File: config.mk
export PLATFORM = sky130hd
export DESIGN_NAME = axi_stream_slave
export DESIGN_NICKNAME = d
export VERILOG_FILES = /design/src/rtl/axi_stream_slave.sv
export SDC_FILE = /design/constraint.sdc
export NUM_CORES = 1
export LEC_CHECK = 0
export ABC_AREA = 1
export CORE_ASPECT_RATIO = 0.75
export CORE_UTILIZATION = 30
export DETAILED_ROUTE_END_ITERATION = 10
export PLACE_DENSITY_LB_ADDON = 0.15
export SYNTH_ARGS = -nofsm -noshare
export SYNTH_HDL_FRONTEND = slang
export SYNTH_SLANG_ARGS = --single-unit
File: constraint.sdc
create_clock -name clk -period 4.3 [get_ports clk]
set_clock_uncertainty 0.15 [all_clocks]
set_input_delay 0.645 -clock clk [delete_from_list [all_inputs] [get_ports clk]]
set_output_delay 0.645 -clock clk [all_outputs]
set_load 0.03 [all_outputs]
File: src/rtl/axi_stream_slave.sv
// axi_stream_slave: AXI-Stream sink/checker.
// Applies a periodic backpressure pattern on ready, checks every accepted beat
// against an incrementing sequence with all-ones keep, watches that a stalled
// beat is held stable, and reports beat count / error status per packet.
module axi_stream_slave #(
  parameter int                    DATA_WIDTH      = 32,
  parameter int                    DATA_BYTE_WIDTH = DATA_WIDTH / 8,
  parameter int                    STALL_PERIOD    = 16,
  parameter int                    STALL_DURATION  = 3,
  parameter logic [DATA_WIDTH-1:0] EXPECT_START    = '0,
  parameter int                    CNT_WIDTH       = 16
) (
  input  logic                       clk,
  input  logic                       rst,
  input  logic                       valid,
  input  logic [DATA_WIDTH-1:0]      data,
  input  logic [DATA_BYTE_WIDTH-1:0] keep,
  input  logic                       last,
  output logic                       ready,
  output logic                       pkt_done,
  output logic [CNT_WIDTH-1:0]       pkt_beats,
  output logic                       pkt_error,
  output logic [CNT_WIDTH-1:0]       pkt_count,
  output logic                       err_sticky
);

  // Stall counter spans one full ready-high + ready-low period.
  localparam int SC_MAX = STALL_PERIOD + STALL_DURATION - 1;
  localparam int SC_W   = (SC_MAX < 1) ? 1 : $clog2(SC_MAX + 1);

  typedef enum logic [0:0] {
    S_RECV = 1'b0,
    S_DONE = 1'b1
  } state_t;

  state_t                  r_state;
  state_t                  w_state_next;
  logic [SC_W-1:0]         r_sc;
  logic [SC_W-1:0]         w_sc_next;
  logic                    r_ready;
  logic                    w_ready_next;

  logic [CNT_WIDTH-1:0]    r_cnt;
  logic [CNT_WIDTH-1:0]    w_cnt_inc;
  logic [DATA_WIDTH-1:0]   r_expect;
  logic                    r_flag;

  // Previous-cycle view of the bus, used to detect a stalled beat changing.
  logic                    r_prev_stall;
  logic [DATA_WIDTH-1:0]   r_prev_data;
  logic                    r_prev_last;

  logic                    r_pkt_done;
  logic [CNT_WIDTH-1:0]    r_pkt_beats;
  logic                    r_pkt_error;
  logic [CNT_WIDTH-1:0]    r_pkt_count;
  logic                    r_err_sticky;

  logic                    w_accept;
  logic                    w_last_acc;
  logic                    w_seq_err;
  logic                    w_keep_err;
  logic                    w_stab_err;
  logic                    w_err;

  // ready is registered and only ever high in RECV, so it alone qualifies a handshake.
  assign w_accept   = valid && r_ready;
  assign w_last_acc = w_accept && last;
  assign w_seq_err  = w_accept && (data != r_expect);
  assign w_keep_err = w_accept && (keep != {DATA_BYTE_WIDTH{1'b1}});
  // Dropping valid while stalled is legal; only a changed beat under valid is flagged.
  assign w_stab_err = r_prev_stall && valid &&
                      ((data != r_prev_data) || (last != r_prev_last));
  assign w_err      = w_seq_err || w_keep_err || w_stab_err;
  assign w_cnt_inc  = (r_cnt == {CNT_WIDTH{1'b1}}) ? r_cnt : r_cnt + 1'b1;
  assign w_sc_next  = (r_sc == SC_W'(SC_MAX)) ? '0 : r_sc + 1'b1;

  // State register: FSM state, free-running stall counter and registered ready.
  always_ff @(posedge clk or posedge rst) begin
    if (rst) begin
      r_state <= S_RECV;
      r_sc    <= '0;
      r_ready <= 1'b0;
    end else begin
      r_state <= w_state_next;
      r_sc    <= w_sc_next;
      r_ready <= w_ready_next;
    end
  end

  // Next-state logic: DONE lasts exactly one cycle after the last beat.
  always_comb begin
    w_state_next = r_state;
    case (r_state)
      S_RECV:  if (w_last_acc) w_state_next = S_DONE;
      S_DONE:  w_state_next = S_RECV;
      default: w_state_next = S_RECV;
    endcase
  end

  // Output logic: ready opens only in RECV and inside the high part of the stall period.
  always_comb begin
    w_ready_next = (w_state_next == S_RECV) && (int'(w_sc_next) < STALL_PERIOD);
  end

  // Per-packet checking datapath and packet report registers.
  always_ff @(posedge clk or posedge rst) begin
    if (rst) begin
      r_cnt        <= '0;
      r_expect     <= EXPECT_START;
      r_flag       <= 1'b0;
      r_prev_stall <= 1'b0;
      r_prev_data  <= '0;
      r_prev_last  <= 1'b0;
      r_pkt_done   <= 1'b0;
      r_pkt_beats  <= '0;
      r_pkt_error  <= 1'b0;
      r_pkt_count  <= '0;
      r_err_sticky <= 1'b0;
    end else begin
      r_prev_stall <= valid && !r_ready;
      r_prev_data  <= data;
      r_prev_last  <= last;
      r_pkt_done   <= w_last_acc;
      if (w_err) r_err_sticky <= 1'b1;

      if (w_last_acc) begin
        // Errors on the last beat belong to the packet being reported.
        r_pkt_beats <= w_cnt_inc;
        r_pkt_error <= r_flag || w_err;
        r_pkt_count <= r_pkt_count + 1'b1;
        r_cnt       <= '0;
        r_flag      <= 1'b0;
        r_expect    <= EXPECT_START;
      end else begin
        if (w_err) r_flag <= 1'b1;
        if (w_accept) begin
          r_cnt    <= w_cnt_inc;
          r_expect <= data + 1'b1;
        end
      end
    end
  end

  assign ready      = r_ready;
  assign pkt_done   = r_pkt_done;
  assign pkt_beats  = r_pkt_beats;
  assign pkt_error  = r_pkt_error;
  assign pkt_count  = r_pkt_count;
  assign err_sticky = r_err_sticky;

endmodule
==> results by group <==
Critical path
  • Crit path buf inv count: 3
  • Crit. End Element: register
  • Crit path max-delay family: buffers and inverters
  • Critical path arrival: 2.96 ns
  • CP Max Fanout: 28
  • Crit path cell chain: clkdlybuf4s50_1 > nand2_2 > inv_2 > nand2_4 > clkinv_2 > nand2_2 > nor2_4 > nand3_2 > nor2_4 > nand4_1 > xnor2_1
  • Critical Path Slowest Stage Cell: clkdlybuf4s50_1
  • RR Endpoint: pkt_count[15]
  • Crit start category: input port
  • Worst r2r src: ready
  • Max stage delay on crit path: 0.53 ns
  • CP Launch Point: valid
  • FF-to-FF setup slack: 1.86 ns
  • WP data required: 4.47 ns
  • R2r worst-path depth: 10
  • Worst Setup EP: pkt_count[15]
  • Kind of critical path: input port to register
  • WP depth: 11

Global routing
  • GRT Overall Usage: 15.41%
  • Met2 GRT Util: 21.22%
  • Largest net degree at the start of global routing: 64
  • GR met3 Demand/Resource: 3.910%
  • Gr busiest metal: met1
  • Initial antenna violation count: 0
  • Met1 Resource Use GR: 23.17%
  • Gr ovfl total: 0
  • Vias in the first global route: 4848
  • Global-route wire length before repair: 25880 microns

CTS
  • Clock slew seen by the registers of the worst setup and hold paths: 0.06 ns
  • Worst-Skew Late Latency: 0.43 ns
  • CTS HTree Levels: 4
  • CTS root buf: clkbuf_16
  • CTS tree: done
  • TritonCTS buffer count: 17
  • Post-CTS setup buffer count: 0
  • Post-cts gate resize count: 0
  • CTS Hold Buffers Added: 0
  • Clock sink count: 125
  • Worst-case clock buffer depth: 2

Synth
  • Gate Count Post-Synth: 761
  • Syn avg cell area: 8.505 sq um
  • Syn nets: 806
  • Adder-cell area share of the yosys netlist: 0.9666%
  • Seq/Total Area, Yosys: 48.33%
  • Xor-xnor portion of the synthesized cell area: 11.37%
  • Compound-Gate Fraction of Synth Area: 7.095%
  • YS warnings: 0
  • Post-Syn Area: 0.006472 sq mm
  • FF+latch count, synth: 125
  • Cell variety after synth: 38
  • Multiplexer share of the synthesized area: 0%
  • Largest family of logic cells by synthesized area: simple AND/OR/NAND/NOR gates
  • Post-Synth Simple-Gate Area: 25.52%

Detailed routing
  • Remaining antenna violation count: 0
  • DRC: 0
  • DR iter-0 viols: 391
  • Vias per cell: 4.401
  • Routed wire per std cell: 13.91 microns
  • DRT Wirelength: 15800 microns
  • Via count: 4999
  • Drt pass-1 iters: 5

Layout
  • Commonest non-fill, non-tap cells in the layout: nand2_1 (203), dfrtp_1 (125), clkdlybuf4s50_1 (75)
  • Fin util: 38.31%
  • Area grow syn2layout: 25.01%
  • # diodes: 0
  • Most common cell after layout, fill and taps aside: nand2_1
  • Final net count: 880
  • Layout cells sized above 1: 8.962%

STA
  • Highest clock rate: 358.0 MHz
  • # setup viols final: 0
  • Fin worst setup slack: 1.507 ns
  • Rel. slew slack: 41.50%
  • Setup tns final: 0 ns
  • Final min period: 2.793 ns
  • Max Slew Vio Count: 0
  • Tcrit/Tclk final: 64.96%
  • RSZ-0062 raised after global routing: no
  • Hold Vio Cnt, Final: 0
  • Pin slew with the least headroom to its limit: 0.8765 ns

Floorplan
  • # rows: 46
  • Initial Util: 30.64%
  • Die Width: 171.6 microns
  • DIE AREA: 0.02217 sq mm
  • Die Height: 129.2 microns
  • Core Area: 0.02112 sq mm
  • Ports: 76

Power
  • VDD IR max: 0.2088 mV
  • Final Power: 3.294 mW
  • Static Leak: 3.621 nW
  • Power Dens Cells: 407.1 mW/mm^2

Placed design
  • Pre-CTS setup slack: 1.030 ns
  • RD Place Congestion: 0.7879
  • Port Buffers: 75
  • Hpwl dp: 11100 microns

Run
  • Max cap viols: 0

Outcome
  • Status: complete, no violations

Worst hold path
  • Worst hold path type: register to register
how the worst min path moves through the flow:
stage	slack [ns]	to	from	cells past startpoint
floorplan	0.24	r_state	r_state	1
detailed placement	0.26	r_state	r_state	1
global route	0.28	r_state	r_state	1
global placement	0.25	r_state	r_state	1
finish	0.26	r_state	r_state	1
CTS	0.27	r_state	r_state	1
worst reg2reg max path, stage by stage (launching register included):
cell and delay (ns):
dfrtp_1 0.40, nand2_2 0.08, inv_2 0.36, nand2_4 0.31
clkinv_2 0.31, nand2_2 0.13, nor2_4 0.11, nand3_2 0.11
nor2_4 0.13, nand4_1 0.10, xnor2_1 0.14
flip-flops by register name, indices dropped and copies added, names as in the netlist:
register / cells
err_sticky: 1
r_expect: 32
r_cnt: 16
ready: 1
r_state: 1
pkt_count: 16
r_flag: 1
r_sc: 5
pkt_done: 1
pkt_error: 1
pkt_beats: 16
r_prev_stall: 1
r_prev_data: 32
r_prev_last: 1
layout make-up:
cell class | instances | area, sq um
timing repair buffer | 79 | 793.3
inverter | 79 | 300.3
sequential | 125 | 3128
fill | 2171 | 13030
multi-input combinational | 533 | 2909
tap | 288 | 360.3
clock inverter | 12 | 143.9
clock buffer | 20 | 456.7
per-layer routing:
| layer | wire length (microns) | vias to the layer above | part of all wire (%) |
|---|---|---|---|
| met4 | 189 | 0 | 1.2 |
| met3 | 611 | 14 | 3.9 |
| met1 | 8673 | 2339 | 55 |
| li1 | - | 2575 | - |
| met5 | 0 | - | 0 |
| met2 | 6325 | 71 | 40 |
synthesized netlist by cell type (all sizes together):
cell,n,area [sq um]
nor3,17,85.08
buf,8,65.06
nand3,35,202.7
a21oi,15,75.07
xor2,31,271.5
nor2,74,347.8
o21ai,48,251.5
clkinv,1,5.000
dfrtp,125,3128
nor3b,1,7.510
nand2,211,822.0
nor4,3,18.77
dlymetal6s2s,1,12.51
inv,78,292.8
nand4,17,133.9
o22ai,9,56.30
o31ai,2,15.01
nand3b,2,15.01
ha,5,62.56
a22o,1,8.760
a31oi,2,12.51
xnor2,53,464.2
clkbuf,15,60.05
a32o,4,40.04
or2,3,18.77
where the power goes:
part           leakage [nW]  switching (mW)  internal [mW]
registers              1.59          0.0695           1.26
clock network         0.295           0.541          0.935
logic                  1.74           0.285          0.199
total                  3.62           0.896           2.40
cell families (layout without fill, tap and decap cells):
group,count (synthesis),in the layout
buffers and inverters,103,190
XOR/XNOR,84,84
flip-flops,125,125
AND/OR/NAND/NOR,363,363
AO/OA/AOI/OAI,81,81
adder cells (fa/ha/maj),5,5
metrics by stage:
stage          cell area [sq um]  instances  hold slack, ns
3_5_place_dp                7491       1104          0.2580
2_1_floorplan               6472        761          0.2357
4_1_cts                     8092       1136          0.2652
3_3_place_gp                7491       1104          0.2490
5_1_grt                     8092       1136          0.2780
6_report                    8092       1136          0.2592
Note: power is estimated with default switching activity, not from simulation.
